$ cat src/rtl/detector_scheduler.sv
// Round-robin controller sharing one serial 0011010 detector among NREQ
// requesters: grants one, flushes the detector, shifts the word MSB-first
// and counts detector matches.
// Ports:
//   clk       rising-edge clock, shared with the detector
//   rst       asynchronous active-low reset
//   req       per-requester request level, sampled only in IDLE
//   req_data  flattened words, requester i at [i*WIDTH +: WIDTH]
//   grant     one-hot grant, held for the whole transaction
//   busy      high whenever not IDLE
//   done      one-cycle pulse ending a transaction
//   hit_count matches counted in the last word (saturating)
//   det_x     serial bit to the detector
//   det_rst   synchronous active-high reset to the detector
//   det_y     registered match output of the detector
module detector_scheduler #(
  parameter int NREQ  = 2,
  parameter int WIDTH = 16,
  parameter int CNT_W = 5
) (
  input  logic                  clk,
  input  logic                  rst,
  input  logic [NREQ-1:0]       req,
  input  logic [NREQ*WIDTH-1:0] req_data,
  output logic [NREQ-1:0]       grant,
  output logic                  busy,
  output logic                  done,
  output logic [CNT_W-1:0]      hit_count,
  output logic                  det_x,
  output logic                  det_rst,
  input  logic                  det_y
);

  localparam int PW = $clog2(NREQ);
  localparam int BW = $clog2(WIDTH);
  localparam logic [BW-1:0] LAST = BW'(WIDTH - 1);
  localparam logic [PW-1:0] PMAX = PW'(NREQ - 1);

  typedef enum logic [2:0] {
    S_IDLE,
    S_FLUSH,
    S_SHIFT,
    S_DRAIN,
    S_DONE
  } state_e;

  state_e             state_q, state_d;
  logic [PW-1:0]      ptr_q, ptr_d;
  logic [NREQ-1:0]    grant_q, grant_d;
  logic [WIDTH-1:0]   sreg_q, sreg_d;
  logic [BW-1:0]      bcnt_q, bcnt_d;
  logic [CNT_W-1:0]   cnt_q, cnt_d;

  logic               sel_vld;
  logic [PW-1:0]      sel_idx;
  logic               sample;

  // Search from the farthest slot towards the pointer so the
  // nearest set request (at or after ptr, wrapping) wins.
  always_comb begin : arb
    int j;
    j       = 0;
    sel_vld = 1'b0;
    sel_idx = '0;
    for (int k = NREQ - 1; k >= 0; k--) begin
      j = int'(ptr_q) + k;
      if (j >= NREQ) j = j - NREQ;
      if (req[PW'(j)]) begin
        sel_vld = 1'b1;
        sel_idx = PW'(j);
      end
    end
  end

  // det_y is registered in the detector, so each bit's verdict
  // appears one cycle later: skip the first SHIFT cycle, take DRAIN.
  assign sample = ((state_q == S_SHIFT) && (bcnt_q != '0)) ||
                  (state_q == S_DRAIN);

  always_comb begin
    state_d = state_q;
    ptr_d   = ptr_q;
    grant_d = grant_q;
    sreg_d  = sreg_q;
    bcnt_d  = bcnt_q;
    cnt_d   = cnt_q;
    if (sample && det_y && (cnt_q != '1)) begin
      cnt_d = cnt_q + 1'b1;
    end
    unique case (state_q)
      S_IDLE: begin
        if (sel_vld) begin
          grant_d          = '0;
          grant_d[sel_idx] = 1'b1;
          sreg_d  = req_data[int'(sel_idx)*WIDTH +: WIDTH];
          cnt_d   = '0;
          ptr_d   = (sel_idx == PMAX) ? '0 : sel_idx + 1'b1;
          state_d = S_FLUSH;
        end
      end
      S_FLUSH: begin
        bcnt_d  = '0;
        state_d = S_SHIFT;
      end
      S_SHIFT: begin
        sreg_d = {sreg_q[WIDTH-2:0], 1'b0};
        bcnt_d = bcnt_q + 1'b1;
        if (bcnt_q == LAST) state_d = S_DRAIN;
      end
      S_DRAIN: begin
        state_d = S_DONE;
      end
      S_DONE: begin
        grant_d = '0;
        state_d = S_IDLE;
      end
      default: begin
        grant_d = '0;
        state_d = S_IDLE;
      end
    endcase
  end

  always_ff @(posedge clk or negedge rst) begin
    if (!rst) begin
      state_q <= S_IDLE;
      ptr_q   <= '0;
      grant_q <= '0;
      sreg_q  <= '0;
      bcnt_q  <= '0;
      cnt_q   <= '0;
    end else begin
      state_q <= state_d;
      ptr_q   <= ptr_d;
      grant_q <= grant_d;
      sreg_q  <= sreg_d;
      bcnt_q  <= bcnt_d;
      cnt_q   <= cnt_d;
    end
  end

  assign grant     = grant_q;
  assign busy      = (state_q != S_IDLE);
  assign done      = (state_q == S_DONE);
  assign hit_count = cnt_q;
  assign det_x     = (state_q == S_SHIFT) && sreg_q[WIDTH-1];
  // Held in reset with us so the detector clears on every clock.
  assign det_rst   = !rst || (state_q == S_FLUSH);

endmodule

$ cat config.mk
export PLATFORM = sky130hd
export DESIGN_NAME = detector_scheduler
export DESIGN_NICKNAME = d
export VERILOG_FILES = /design/src/rtl/detector_scheduler.sv
export SDC_FILE = /design/constraint.sdc
export NUM_CORES = 1
export LEC_CHECK = 0
export CAP_MARGIN = 10
export CORE_MARGIN = 2
export CORE_UTILIZATION = 30
export DETAILED_ROUTE_END_ITERATION = 8
export GPL_TIMING_DRIVEN = 0
export PLACE_DENSITY = 0.68
export SLEW_MARGIN = 0
export SYNTH_ARGS = -nofsm -noshare
export SYNTH_HDL_FRONTEND = slang
export SYNTH_SLANG_ARGS = --single-unit
$ cat constraint.sdc
create_clock -name clk -period 1.7 [get_ports clk]
set_input_delay 0.51 -clock clk [delete_from_list [all_inputs] [get_ports clk]]
set_output_delay 0.51 -clock clk [all_outputs]
set_load 0.02 [all_outputs]
## Word-level counts from Yosys, hierarchy flattened

Index checks and enable logic that the tools add are counted.

- Bits in registers: 31
- Output and inout bits: 11
- Bits of input ports: 37

- Reduce and logical (&&, ||, !) cells: 18
- Equal/unequal tests: 8
- Shift operators: 1
- Add/sub/neg operators: 6
- Magnitude comparators: 6
- Muxes and demuxes: 24
- Bitwise logic cells: 1

Operators with widths:

| cell | count |
|---|---|
| 16-bit one-hot mux with 2 select lines | 1 |
| 32-bit by 6-bit indexed part select with 16-bit output | 1 |
| 16-bit two-way mux | 1 |
| 5-bit two-way mux | 3 |
| 1-bit two-way mux | 12 |
| 3-bit one-hot mux with 4 select lines | 1 |
| 4-bit one-hot mux with 2 select lines | 1 |
| 2-bit AND reduction | 4 |
| 3-bit by 2-bit == test with 1-bit output, second input constant | 2 |
| 1-bit by 3-bit less-than comparator with 1-bit output, second input constant | 2 |
| 3-bit two-way mux | 2 |
| 5-bit by 1-bit adder with 5-bit output, second input constant | 1 |
| 1-bit logical AND | 5 |
| 5-bit != test, second input constant | 1 |
| 4-bit by 1-bit adder with 4-bit output, second input constant | 1 |
| 4-bit == test, second input constant | 1 |
| 2-bit one-hot mux with 2 select lines | 1 |
| 2-bit nonzero test | 2 |
| 4-bit nonzero test | 1 |
| 3-bit by 1-bit == test with 1-bit output, second input constant | 1 |
| 3-bit == test, second input constant | 1 |
| 3-bit logical NOT | 1 |
| 3-bit nonzero test | 1 |
| 3-bit OR reduction | 1 |
| 14 further kinds | 16 |

## Depth between registers and ports, before layout

Gate-level depths: netlist (run 1).

- Depth after elaboration: 14
- Depth in mapped cells: 6
- Gate-level depth less buffers: 6

## Worst setup path before layout (run 1)

Ideal clock, no wire load.

- Path kind: register to output
- Start: register state_q[1]
- End: output port det_x
- Slack: -0.123 ns
- Required time: 1.190 ns
- Cell stages (with the launch flop): 5
- Data arrival time: 1.313 ns
- Path through: dfrtp_1 > buf_4 > nor3b_1 > clkbuf_1 > and2_1

- Longest elaborated chain between the ends: 2

Ends and longest elaborated chain:

| element | RTL line | source |
|---|---|---|
| start, declared | 47 | `state_e state_q, state_d;` |
| start signal, assigned | 133 | `state_q <= state_d;` |
| 3-bit by 2-bit == test with 1-bit output | 146 | `assign det_x = (state_q == S_SHIFT) && sreg_q[WIDTH-1];` |
| 1-bit logical AND | 146 |  |
| end, declared | 29 | `output logic det_x,` |

No other way between the ends.

## Worst setup path after layout (run 1)

Same ends and word-level chain as after synthesis.

==> flow_metrics.env, run 1 <==
export IMPL_power_frac_comb_pct=59.3
export IMPL_r2r_start="state_q[1]"
export IMPL_timing_hold_ws_ns=0.160
export IMPL_wl_per_cell_um=14.5
export IMPL_cts_hold_buf=0
export IMPL_cts_tree="done"
export IMPL_clkTransAtPathRegs_ns=0.06
export IMPL_p_per_area_nw_per_um2=1650
export IMPL_finalMaxSlewViolations=0
export IMPL_start_util_pct=31.6
export IMPL_grt_pass1_wl_mm=7.68
export IMPL_clkPwrFrac_pct=12.0
export IMPL_drc=0
export IMPL_yosysSeqAreaShare_pct=43.8
export IMPL_seq_area_um2=781
export IMPL_die_h_um=80.8
export IMPL_grt_pass1_vias=1610
export IMPL_drtPass1Iterations=4
export IMPL_dp_hpwl_mm=2.80
export IMPL_slew_limit_headroom_pct=71.1
export IMPL_avgSynthCellArea_um2=10.5
export IMPL_synth_top_area_share_pct=43.8
export IMPL_avgViaCountPerCell=4.85
export IMPL_ys_seq_elements=31
export IMPL_finalSetupTns_ns=-2.94
export IMPL_coreArea_um2=5610
export IMPL_tightest_slew_ns=0.433
export IMPL_gr_usage_all_layers_pct=15.5
export IMPL_drt_iter0_drc=57
export IMPL_io_pins=48
export IMPL_worst_ep_required_time_ns=1.19
export IMPL_areaGrowthSynthToFinish_pct=59.2
export IMPL_period_share_pct=110
export IMPL_yosysWarningCount=0
export IMPL_die_w_um=80.8
export IMPL_antenna_cells=0
export IMPL_layout_drive_gt1_share_pct=33.1
export IMPL_hold_violations=0
export IMPL_multi_input_area_um2=1030
export IMPL_place_port_buffers=46
export IMPL_routabilityCongestion=0.749
export IMPL_clockBufferDepth=2
export IMPL_p_switching_mw=1.81
export IMPL_synth_edff_count=0
export IMPL_finish_net_count=282
export IMPL_fin_skew_ns=0.00237
export IMPL_clkLatencyLatePin_ns=0.28
export IMPL_drt_wl_total_mm=4.54
export IMPL_cts_buffers=5
export IMPL_fmax_mhz=534
export IMPL_cp_max_fo=5
export IMPL_failed_checks="negative setup slack"
export IMPL_cts_root_buf="clkbuf_8"
export IMPL_synth_top_cell_by_area="dfrtp_1"
export IMPL_ys_types=38
export IMPL_hp_class="primary input to async pin"
export IMPL_fp_dieArea_um2=6530
export IMPL_end_kind="primary output"
export IMPL_antenna_found_initial=0
export IMPL_seqPwrFrac_pct=28.7
export IMPL_syn_nets=210
export IMPL_peakVddDrop_mv=0.540
export IMPL_cts_sinks=31
export IMPL_vias=1523
export IMPL_globalRoute_totalOverflow=0
export IMPL_finalSetupViolations=24
export IMPL_p_sw_share_pct=39.1
export IMPL_fin_ws_ns=-0.173
export IMPL_rr_worst_depth=7
export IMPL_ant_nets=0
export IMPL_startpoint_type="register"
export IMPL_crit_start="state_q[1]"
export IMPL_dominantRegCellSynth="dfrtp_1"
export IMPL_nFillCells=515
export IMPL_status="finished with violations"
export IMPL_yosys_top_cells_area="dfrtp_1 44%, mux2i_1 11%, o221ai_2 8.5%, nand2_1 4.7%, inv_1 4.0%"
export IMPL_leakagePower_nw=1.27
export IMPL_synthCells=169
export IMPL_cp_arrival_ns=1.36
export IMPL_row_count=27
export IMPL_period_needed_ns=1.87
export IMPL_critPathKind="register to primary output"
export IMPL_syn_cell_area_um2=1770
export IMPL_grt_max_degree=33
export IMPL_rsz0062_at_grt="true"
export IMPL_htree_levels=2
export IMPL_ys_async_sr_fraction_pct=100
export IMPL_p_int_mw=2.83
export IMPL_drv_cap=0
==> state kept, by name, summed over array words and instances (netlist names) <==
register,cells
sreg_q,16
hit_count,5
bcnt_q,4
state_q,3
grant,2
ptr_q,1
==> cells by family (layout without fill, tap and decap cells) <==
group                      count (synthesis)  after routing  synth area share [%]
AOI/OAI and AO/OA                         33             33                  16.9
xor gates and xnor gates                   2              2                 0.990
adders and majority gates                  4              4                  2.83
buffers and inverters                     29            102                  8.55
DFF                                       31             31                  43.8
muxes                                     19             19                  10.7
and+or+nand+nor                           51             51                  16.2
==> worst max-delay path, cell delays in order, from the launching register on <==
cell and delay (ns):
dfrtp_1 0.36, buf_6 0.12, nor3b_4 0.20, clkbuf_8 0.16
and2_4 0.13, buf_6 0.11
==> power groups by stage <==
stage	Combinational, mW	Clock [mW]	Sequential, mW
5_1_grt	3.00	0.613	1.37
3_3_place_gp	1.94	0	1.28
2_1_floorplan	1.41	0	1.30
3_5_place_dp	1.98	0	1.30
4_1_cts	2.64	0.568	1.30
6_report	2.75	0.555	1.33
==> worst paths after layout <==
| kind | to | slack, ns |
|---|---|---|
| worst min register to register | sreg_q[12] | 0.49 |
| worst min-delay path | hit_count[4] | 0.16 |
| max in group asynchronous | state_q[2] | 1.23 |
| worst max-delay path | det_x | -0.17 |
| worst max register to register | sreg_q[14] | -0.16 |
| min in group clk | sreg_q[12] | 0.49 |
==> through the flow <==
step / utilization, % / area, µm² / power (mW) / instances / worst slack, ns
finish: 50.2 / 2820 / 4.64 / 314 / -0.173
global route: 50.2 / 2820 / 4.98 / 314 / -0.243
CTS: 49.4 / 2770 / 4.51 / 313 / -0.186
detailed placement: 41.6 / 2330 / 3.28 / 287 / -0.774
global placement: 41.7 / 2340 / 3.23 / 287 / -1.71
floorplan: - / 1790 / 2.71 / 169 / -0.0472
==> placed cells by master (no fill, tap or decap), drive strengths merged, types with 2 or more instances in the layout <==
cell	synthesis	routed
a211oi	2	2
a21oi	6	6
and2	2	2
buf	7	31
clkbuf	3	10
clkdlybuf4s50	0	33
dfrtp	31	31
dlygate4sd2	0	8
ha	4	4
inv	19	19
mux2i	19	19
nand2	22	22
nand3	5	5
nor2	4	4
nor3	2	2
nor3b	3	3
nor4b	2	2
o21ai	8	8
o221ai	14	14
or3	2	2
or4b	2	2
xnor2	2	2
==> Yosys cell counts, drive strengths merged, types with 3 or more instances <==
cell,n
a21oi,6
buf,7
clkbuf,3
dfrtp,31
ha,4
inv,19
mux2i,19
nand2,22
nand3,5
nor2,4
nor3b,3
o21ai,8
o221ai,14
==> metal layers <==
metal  track usage, %  vias to the layer above  part of all wire (%)
met5                0                        -                     0
li1                 -                      739                     -
met3             4.11                       15                   4.3
met2             24.2                       37                    47
met4             7.12                        0                   3.3
met1             19.9                      732                    45
==> area by class of cell <==
class	instances	area share (%)
buffer	10	4.26
clock buffer	7	2.71
clock inverter	1	0.178
inverter	19	2.53
multi-input combinational	109	36.5
sequential	31	27.7
tap	72	3.20
timing repair buffer	65	22.9
==> what timing repair did <==
| item | CTS | global route |
|---|---|---|
| setup endpoints to repair | 33 | 26 |
| setup buffers | 17 | 1 |
| resized for setup | 72 | 6 |
| gates cloned | 1 | 0 |
| pin swaps | 8 | 2 |
| endpoints found under the hold margin | 0 | 0 |
No activity file was read; power rests on OpenSTA's default activity.
==> run 2, diff against run 1 <==
MAX_ROUTING_LAYER = met4   (was unset)
SLEW_MARGIN = 20   (was 0)
==> run 2 against run 1 <==
- the run still ends with negative setup slack left
- first-iteration DRC count up 65%
- non-clock buffer count up 5
- setup slack worse by 0.035 ns
- clock-buffer cell count unchanged
- sequential share of layout area down 0.71 points
- power up 4.3%
- fmax down 1.8%
- wire length up 3.3%
- register-to-register slack better by 0.14 ns
- combinational power up 4%
- critical endpoint unchanged
- sequential power about the same
- clock power up 18%
==> flow_metrics.env, run 2 (synthesis gave the netlist of run 1 again) <==
export IMPL_grt_pass1_vias=1654
export IMPL_cp_max_fo=6
export IMPL_cts_sinks=31
export IMPL_drt_iter0_drc=94
export IMPL_critPathBufInv=3
export IMPL_grt_busiest_layer="met2"
export IMPL_grt_use_met3_pct=3.67
export IMPL_path_cells="buf_6, nor3b_4, clkbuf_8, and2_4, buf_6"
export IMPL_ant_nets=0
export IMPL_cp_top_family="buffers and inverters"
export IMPL_antenna_found_initial=0
export IMPL_rsz0062_at_grt="true"
export IMPL_io_pins=48
export IMPL_status="finished with violations"
export IMPL_crit_slowest_cell="dfrtp_1"
export IMPL_fmax_mhz=524
export IMPL_drtPass1Iterations=4
export IMPL_fin_ws_ns=-0.207
export IMPL_placed_area_um2=2350
export IMPL_die_w_um=80.8
export IMPL_drc=0
export IMPL_grtUsageMet1_pct=18.3
export IMPL_finish_net_count=287
export IMPL_period_needed_ns=1.91
export IMPL_cts_tree="done"
export IMPL_row_count=27
export IMPL_layout_common_cells="33 x clkdlybuf4s50_1, 27 x dfrtp_1, 20 x nand2_1"
export IMPL_largest_reg_flops=16
export IMPL_startpoint_type="register"
export IMPL_leakagePower_nw=1.30
export IMPL_finalSetupViolations=8
export IMPL_clockBufferDepth=2
export IMPL_cts_buffers=5
export IMPL_cp_arrival_ns=1.40
export IMPL_finalSetupTns_ns=-0.631
export IMPL_hold_violations=0
export IMPL_globalRoute_totalOverflow=0
export IMPL_worst_ep_required_time_ns=1.19
export IMPL_fin_area_um2=2890
export IMPL_fp_dieArea_um2=6530
export IMPL_htree_levels=2
export IMPL_clkLatencyLatePin_ns=0.28
export IMPL_critPathKind="register to primary output"
export IMPL_coreArea_um2=5610
export IMPL_place_port_buffers=46
export IMPL_failed_checks="negative setup slack"
export IMPL_layout_drive_gt1_share_pct=35.2
export IMPL_fin_skew_ns=0.00439
export IMPL_slew_limit_headroom_pct=71.4
export IMPL_grt_max_degree=25
export IMPL_finalMaxSlewViolations=0
export IMPL_tightest_slew_ns=0.429
export IMPL_drv_cap=0
export IMPL_areaGrowthSynthToFinish_pct=63.3
export IMPL_cpPeakStageDelay_ns=0.36
export IMPL_antenna_cells=0
export IMPL_finalPower_mw=4.84
export IMPL_routabilityCongestion=0.758
export IMPL_p_per_area_nw_per_um2=1670
export IMPL_die_h_um=80.8
export IMPL_hp_class="primary input to async pin"
export IMPL_crit_top_cell="buf_6"
export IMPL_cts_root_buf="clkbuf_8"
export IMPL_end_kind="primary output"
export IMPL_peakVddDrop_mv=0.576
export IMPL_dp_hpwl_mm=2.87
export IMPL_grtUsageMet2_pct=26.0
export IMPL_top_register="sreg_q"
export IMPL_clkTransAtPathRegs_ns=0.07
export IMPL_wl_per_cell_um=14.7
export IMPL_period_share_pct=112
export IMPL_drt_wl_total_mm=4.69
export IMPL_gr_usage_all_layers_pct=15.8
export IMPL_start_util_pct=31.6
export IMPL_vias=1553
export IMPL_final_common_cell="clkdlybuf4s50_1"
export IMPL_avgViaCountPerCell=4.87
export IMPL_grt_pass1_wl_mm=7.60
run 2: cell types whose count changed in the layout (fill, tap and decap cells not counted), sizes merged:
cell and change:
clkinvlp +1, dlygate4sd2 -1, buf +5, clkdlybuf4s15 +1, clkinv -1
run 2: final cells by class:
class | count | area (µm²)
Clock inverter | 1 | 7.51
Clock buffer | 7 | 96.3
Buffer | 10 | 128
Fill cell | 517 | 2720
Multi-Input combinational cell | 109 | 1040
Inverter | 19 | 71.3
Sequential cell | 31 | 781
Tap cell | 72 | 90.1
Timing Repair Buffer | 70 | 682
run 2: worst reg2reg max path, delay by kind of cell (launching register included):
family / cells / cell delay [ns]
muxes: 1 / 0.05
buffers and inverters: 4 / 0.57
DFF: 1 / 0.39
and+or+nand+nor: 2 / 0.59
run 2: metrics by stage:
stage	utilization (%)	setup WS (ns)	hold slack (ns)	cells
2_1_floorplan	-	-0.0472	0.214	169
3_3_place_gp	41.7	-1.71	0.465	287
3_5_place_dp	41.9	-0.786	0.383	288
4_1_cts	50.0	-0.185	0.0738	317
5_1_grt	51.6	-0.282	0.0741	319
6_report	51.6	-0.207	0.0779	319
run 2: routing by layer:
layer	wire (µm)	share of wire [%]
met5	0	0
met4	117	2.5
met3	209	4.5
met2	2390	51
met1	1980	42
run 2: final timing paths:
path                                end  slack, ns  cells past startpoint       start
setup / recovery                  det_x      -0.21                      5  state_q[1]
hold / removal               state_q[2]       0.08                      1         rst
setup reg to reg           hit_count[3]      -0.02                      7  state_q[1]
hold reg to reg              sreg_q[12]       0.49                      2  sreg_q[11]
max in group asynchronous    sreg_q[13]       1.23                      2         rst
min in group clk             sreg_q[12]       0.49                      2  sreg_q[11]
run 2: where the power goes:
group / internal (mW) / switching [mW]
Combinational: 1.53 / 1.33
Sequential: 1.07 / 0.255
Clock: 0.368 / 0.288
run 2: what timing repair did:
item / CTS / global route
gates resized for setup: 67 / 13
hold buffers: 0 / 0
gates cloned: 1 / 0
pin swaps: 5 / 4
setup endpoints to repair: 33 / 27
buffers inserted: 20 / 3
==> run 3, diff against run 2 <==
CTS_CLUSTER_SIZE = 16   (was unset)
==> results of run 3 <==
No change in the layout: final DEF, timing and power equal those of run 2.
